<file path="src/rtl/reg_axil_pkg.sv">
// reg_axil_pkg: shared FSM states and AXI response constants for the command master.
package reg_axil_pkg;
    typedef enum logic [2:0] {IDLE, WR, WR_B, RD_A, RD_R, RSP} state_e;
    localparam logic [1:0] RESP_OKAY = 2'b00;
    localparam logic [1:0] RESP_SLVERR = 2'b10;
    localparam logic [31:0] TIMEOUT_RDATA = 32'hDEAD_DEAD;
endpackage

</file>
<file path="src/rtl/reg_axil_timeout_cnt.sv">
// reg_axil_timeout_cnt: saturating transaction watchdog; expired_o stays high once LIMIT is reached.
module reg_axil_timeout_cnt #(
    parameter int unsigned LIMIT = 1024
) (
    input  logic clk_i,
    input  logic rst_i,
    input  logic clear_i,
    input  logic enable_i,
    output logic expired_o
);
    localparam int W = $clog2(LIMIT + 1);
    logic [W-1:0] cnt_q;
    assign expired_o = cnt_q == W'(LIMIT);
    always_ff @(posedge clk_i or posedge rst_i) begin
        if (rst_i) cnt_q <= '0;
        else if (clear_i) cnt_q <= '0;
        else if (enable_i && !expired_o) cnt_q <= cnt_q + 1'b1;
    end
endmodule

</file>
<file path="src/rtl/reg_axil_cmd_master.sv">
// reg_axil_cmd_master: single-outstanding AXI4-Lite master driven by a valid/ready command stream.
// Optional watchdog abort is compiled in with REG_AXIL_CMD_TIMEOUT_EN.
module reg_axil_cmd_master
    import reg_axil_pkg::*;
#(
    parameter int unsigned TIMEOUT_CYCLES = 1024,
    parameter int unsigned ADDR_W = 32
) (
    input  logic              aclk,
    input  logic              areset,
    input  logic              cmd_valid,
    output logic              cmd_ready,
    input  logic              cmd_write,
    input  logic [ADDR_W-1:0] cmd_addr,
    input  logic [31:0]       cmd_wdata,
    input  logic [3:0]        cmd_wstrb,
    output logic              rsp_valid,
    input  logic              rsp_ready,
    output logic [31:0]       rsp_rdata,
    output logic [1:0]        rsp_resp,
    output logic              rsp_timeout,
    output logic [ADDR_W-1:0] m_axi_awaddr,
    output logic [2:0]        m_axi_awprot,
    output logic              m_axi_awvalid,
    input  logic              m_axi_awready,
    output logic [31:0]       m_axi_wdata,
    output logic [3:0]        m_axi_wstrb,
    output logic              m_axi_wvalid,
    input  logic              m_axi_wready,
    input  logic [1:0]        m_axi_bresp,
    input  logic              m_axi_bvalid,
    output logic              m_axi_bready,
    output logic [ADDR_W-1:0] m_axi_araddr,
    output logic [2:0]        m_axi_arprot,
    output logic              m_axi_arvalid,
    input  logic              m_axi_arready,
    input  logic [31:0]       m_axi_rdata,
    input  logic [1:0]        m_axi_rresp,
    input  logic              m_axi_rvalid,
    output logic              m_axi_rready
);
    state_e state_q, state_d;
    logic aw_q, aw_d, w_q, w_d, ar_q, ar_d, b_q, b_d, r_q, r_d, rv_q, rv_d, to_q, to_d;
    logic [ADDR_W-1:0] addr_q, addr_d;
    logic [31:0] wdata_q, wdata_d, rdata_q, rdata_d;
    logic [3:0] wstrb_q, wstrb_d;
    logic [1:0] resp_q, resp_d;
    logic busy, expired;

    assign busy = state_q inside {WR, WR_B, RD_A, RD_R};

`ifdef REG_AXIL_CMD_TIMEOUT_EN
    localparam logic TO_EN = 1'b1;
    reg_axil_timeout_cnt #(.LIMIT(TIMEOUT_CYCLES)) u_timeout (
        .clk_i    (aclk),
        .rst_i    (areset),
        .clear_i  (cmd_valid && cmd_ready),
        .enable_i (busy),
        .expired_o(expired)
    );
`else
    localparam logic TO_EN = 1'b0;
    logic unused_timeout;
    assign unused_timeout = TIMEOUT_CYCLES == 0;
    assign expired = 1'b0;
`endif

    always_comb begin
        state_d = state_q;
        aw_d = aw_q;
        w_d = w_q;
        ar_d = ar_q;
        addr_d = addr_q;
        wdata_d = wdata_q;
        wstrb_d = wstrb_q;
        rdata_d = rdata_q;
        resp_d = resp_q;
        to_d = to_q;
        case (state_q)
            IDLE: if (cmd_valid) begin
                state_d = cmd_write ? WR : RD_A;
                addr_d = cmd_addr;
                wdata_d = cmd_wdata;
                wstrb_d = cmd_wstrb;
                aw_d = cmd_write;
                w_d = cmd_write;
                ar_d = !cmd_write;
            end
            WR: begin
                aw_d = aw_q && !m_axi_awready;
                w_d = w_q && !m_axi_wready;
                state_d = (aw_d || w_d) ? WR : WR_B;
            end
            WR_B: if (m_axi_bvalid) begin
                state_d = RSP;
                rdata_d = '0;
                resp_d = m_axi_bresp;
                to_d = 1'b0;
            end
            RD_A: if (m_axi_arready) begin
                state_d = RD_R;
                ar_d = 1'b0;
            end
            RD_R: if (m_axi_rvalid) begin
                state_d = RSP;
                rdata_d = m_axi_rdata;
                resp_d = m_axi_rresp;
                to_d = 1'b0;
            end
            RSP: if (rsp_ready) state_d = IDLE;
            default: state_d = IDLE;
        endcase
        // A watchdog hit overrides any handshake landing in the same cycle.
        if (expired && busy) begin
            state_d = RSP;
            aw_d = 1'b0;
            w_d = 1'b0;
            ar_d = 1'b0;
            rdata_d = TIMEOUT_RDATA;
            resp_d = RESP_SLVERR;
            to_d = 1'b1;
        end
        b_d = state_d == WR_B || (TO_EN && state_d == IDLE);
        r_d = state_d == RD_R || (TO_EN && state_d == IDLE);
        rv_d = state_d == RSP;
    end

    always_ff @(posedge aclk or posedge areset) begin
        if (areset) begin
            state_q <= IDLE;
            aw_q <= 1'b0;
            w_q <= 1'b0;
            ar_q <= 1'b0;
            b_q <= 1'b0;
            r_q <= 1'b0;
            rv_q <= 1'b0;
            to_q <= 1'b0;
            addr_q <= '0;
            wdata_q <= '0;
            wstrb_q <= '0;
            rdata_q <= '0;
            resp_q <= RESP_OKAY;
        end else begin
            state_q <= state_d;
            aw_q <= aw_d;
            w_q <= w_d;
            ar_q <= ar_d;
            b_q <= b_d;
            r_q <= r_d;
            rv_q <= rv_d;
            to_q <= to_d;
            addr_q <= addr_d;
            wdata_q <= wdata_d;
            wstrb_q <= wstrb_d;
            rdata_q <= rdata_d;
            resp_q <= resp_d;
        end
    end

    assign cmd_ready = state_q == IDLE;
    assign rsp_valid = rv_q;
    assign rsp_rdata = rdata_q;
    assign rsp_resp = resp_q;
    assign rsp_timeout = to_q;
    assign m_axi_awaddr = addr_q;
    assign m_axi_awprot = 3'b000;
    assign m_axi_awvalid = aw_q;
    assign m_axi_wdata = wdata_q;
    assign m_axi_wstrb = wstrb_q;
    assign m_axi_wvalid = w_q;
    assign m_axi_bready = b_q;
    assign m_axi_araddr = addr_q;
    assign m_axi_arprot = 3'b000;
    assign m_axi_arvalid = ar_q;
    assign m_axi_rready = r_q;
endmodule

</file>
<file path="config.mk">
export PLATFORM = sky130hd
export DESIGN_NAME = reg_axil_cmd_master
export DESIGN_NICKNAME = d
export VERILOG_FILES = /design/src/rtl/reg_axil_pkg.sv /design/src/rtl/reg_axil_timeout_cnt.sv /design/src/rtl/reg_axil_cmd_master.sv
export SDC_FILE = /design/constraint.sdc
export NUM_CORES = 1
export LEC_CHECK = 0
export ABC_AREA = 1
export CORE_UTILIZATION = 39
export DETAILED_ROUTE_END_ITERATION = 6
export HOLD_SLACK_MARGIN = 0.12
export PLACE_DENSITY_LB_ADDON = 0.08
export SLEW_MARGIN = 0
export SYNTH_ARGS = -nofsm -noshare
export SYNTH_HDL_FRONTEND = slang
export SYNTH_SLANG_ARGS = --single-unit
</file>
<file path="constraint.sdc">
create_clock -name aclk -period 4.25 [get_ports aclk]
set_input_delay 0.6375 -clock aclk [delete_from_list [all_inputs] [get_ports aclk]]
set_output_delay 0.6375 -clock aclk [all_outputs]
set_load 0.02 [all_outputs]
</file>
==> impl_metrics.yaml <==
routing:
  drt_pass1_iterations: 7
  drt_wl_total_microns: 13300
  drt-initial-drc-count: 267
  wl_per_cell_microns: 14.65
  viasPerCell: 4.746
  vias: 4309
  drc: 20
  ant_nets: 0
cts:
  cts_setup_buffers: 0
  clockRootBuffer: "clkbuf_16"
  htreeDepth: 3
  cts_resized: 0
  ctsHoldBuffers: 0
  numCtsBuffers: 9
  clk_path_buf_depth: 2
  cts_sinks: 111
  clk_latency_ns: 0.34
  cts_tree: "done"
  clkTransAtPathRegs_ns: 0.07
sta:
  finalHoldViolCount: 0
  fin_tns_setup_ns: 0
  final-setup-viol-count: 0
  worst_slew_pin_slew_ns: 1.097
  clock_skew_ns: 0.005438
  period_needed_ns: 2.494
  maxSlewViolCount: 0
  fmax_mhz: 401.0
  rsz0062_at_grt: "false"
  post-route-period-util_pct: 58.68
  layout_setup_ws_ns: 1.756
  slew_headroom_pct: 26.79
place:
  routabilityCongestion: 0.7915
  hpwl_microns: 9440
  place_ws_ns: 1.425
  io_buffers: 254
worst_setup_path:
  worstPathArrival_ns: 2.77
  worstSetupEndpointType: "flop"
  path_cells: "clkdlybuf4s50_1 -> nand3_2 -> nand2_2 -> nand3_1 -> nand2_1"
  worstPathMaxFanout: 36
  crit_slowest_cell: "nand2_2"
  critPathMaxStageDelay_ns: 0.80
  critPathKind: "input port to flop"
  critPathBufInv: 1
  critPathTopFamily: "simple AND/OR/NAND/NOR gates"
  start_kind: "input port"
  crit_required_ns: 4.53
finish:
  drive_above_1_share_pct: 3.529
  syn_to_final_growth_pct: 56.05
  fillers: 1033
  antenna_cells: 0
  postLayoutCoreUtil_pct: 63.65
  fin_nets: 874
run_status:
  violations: "design-rule violations"
  outcome: "complete, but fails checks"
floorplan:
  core_area_sq_um: 11610
  dieArea_sq_um: 12590
  die_x_microns: 112.2
  io_pins: 262
  die_h_microns: 112.2
  std_cell_rows: 39
  start_util_pct: 40.79
logic_synthesis:
  netlist_instances: 551
  synth_edf_count: 0
  synth-main-ff-cell: "dfrtp_1"
  ys_ff_latch: 111
  yosys-top-cells-area: "dfrtp_1, nand2_1, nand3_1"
  synth_cell_types: 18
  synth_top_area_share_pct: 58.64
  ys_seq_area_share_pct: 58.64
  syn-cell-area_sq_um: 4737
  yosys_warnings: 0
  synth_top_cell_by_area: "dfrtp_1"
  synth_area_per_cell_sq_um: 8.597
  ys_async_sr_fraction_pct: 100.0
grt:
  grt_use_total_pct: 21.19
  grt_start_max_net_pins: 89
  grt_pass1_vias: 4297
  grt-ovfl-total: 0
  antenna_found_initial: 0
  grt_pass1_wl_microns: 21140
power_and_ir_drop:
  p_leak_nw: 3.665
  power.density_nw_per_um2: 765.9
  peakVddDrop_mv: 0.3230
job:
  maxCapViolCount: 0
hold_path:
  hold_class: "flop to flop"
[sequential cells by signal (all words and copies together), names as in the netlist]
register / cells
m_axi_araddr: 32
rsp_resp: 2
m_axi_arvalid: 1
m_axi_wvalid: 1
state_q: 3
m_axi_bready: 1
m_axi_rready: 1
m_axi_awvalid: 1
m_axi_wstrb: 4
m_axi_wdata: 32
rsp_rdata: 32
rsp_valid: 1
[final cells by class]
type                    instances  area (sq um)  share of cell area (%)
clock buffers                  11         252.7                   3.419
clock inverters                 5         56.30                  0.7617
multi-input cells             366          1503                   20.33
inverters                      15         58.81                  0.7955
well taps                     143         178.9                   2.420
repair buffers                257          2565                   34.70
flip-flops and latches        111          2778                   37.58
[power by group]
group          internal (mW)  leakage, nW  switching (mW)
combinational           1.34         2.09            1.62
clock                  0.488        0.152           0.372
sequential              1.52         1.43           0.320
[final timing paths]
path	start	endpoint	slack, ns	depth (start not counted)
worst min-delay path	m_axi_wstrb[1]$_DFFE_PP0P_	m_axi_wstrb[1]$_DFFE_PP0P_	0.48	2
worst min register to register	m_axi_wstrb[1]$_DFFE_PP0P_	m_axi_wstrb[1]$_DFFE_PP0P_	0.48	2
worst max-delay path	m_axi_rvalid	rsp_rdata[17]$_DFFE_PP0P_	1.76	5
worst max register to register	state_q[1]$_DFF_PP0_	rsp_rdata[17]$_DFFE_PP0P_	1.82	5
min in group asynchronous	areset	m_axi_araddr[23]$_DFFE_PP0P_	0.91	2
max in group asynchronous	areset	m_axi_wstrb[3]$_DFFE_PP0P_	2.41	3
[metal layers]
layer  GRT usage [%]  vias to the layer above  part of all wire, %
met5               0                        -                    0
met4           9.600                        0                  2.6
met3           5.994                       23                  9.5
met2           35.78                      194                   49
met1           25.24                     2010                   39
li1                -                     2082                    -
[layout by cell type, fill, tap and decap left out, types with 3 or more instances in the layout]
cell             instances
nand3_1                 70
nand2_1                267
clkbuf_16                9
inv_1                   11
nor2_1                  11
a21oi_1                  3
buf_4                    3
clkdlybuf4s50_1        254
dfrtp_1                111
conb_1                   7
[per-stage QoR]
| step | cell area, sq um | instances | hold slack, ns | power, mW |
|---|---|---|---|---|
| 2_1_floorplan | 4760 | 557 | 0.5891 | 3.513 |
| 3_3_place_gp | 7083 | 892 | 0.4609 | 4.778 |
| 3_5_place_dp | 7083 | 892 | 0.4663 | 4.834 |
| 4_1_cts | 7392 | 908 | 0.4847 | 5.720 |
| 5_1_grt | 7392 | 908 | 0.5001 | 5.993 |
| 6_report | 7392 | 908 | 0.4782 | 5.662 |
[cell families (layout without fill, tap and decap cells)]
group	Yosys count	count (layout)	synth area share (%)
compound gates	4	4	0.4224
other cells	1	7	0.07916
buf+inv	80	288	10.12
flops	111	111	58.64
simple gates	355	355	30.74
[worst reg2reg max path: cells and delay by family, from the launching register on]
family        cells  cell delay, ns
flops             1            0.47
simple gates      5            1.90
[synth_stat cells (2+ instances only)]
master and instances:
buf_4 45, inv_1 12, clkbuf_1 12, nand3_2 2, inv_2 2, a21oi_1 3
dfrtp_1 111, nand4_1 2, nand3_1 70, nand2_1 267, buf_2 8, nor2_1 11
No activity file was read; power rests on OpenSTA's default activity.
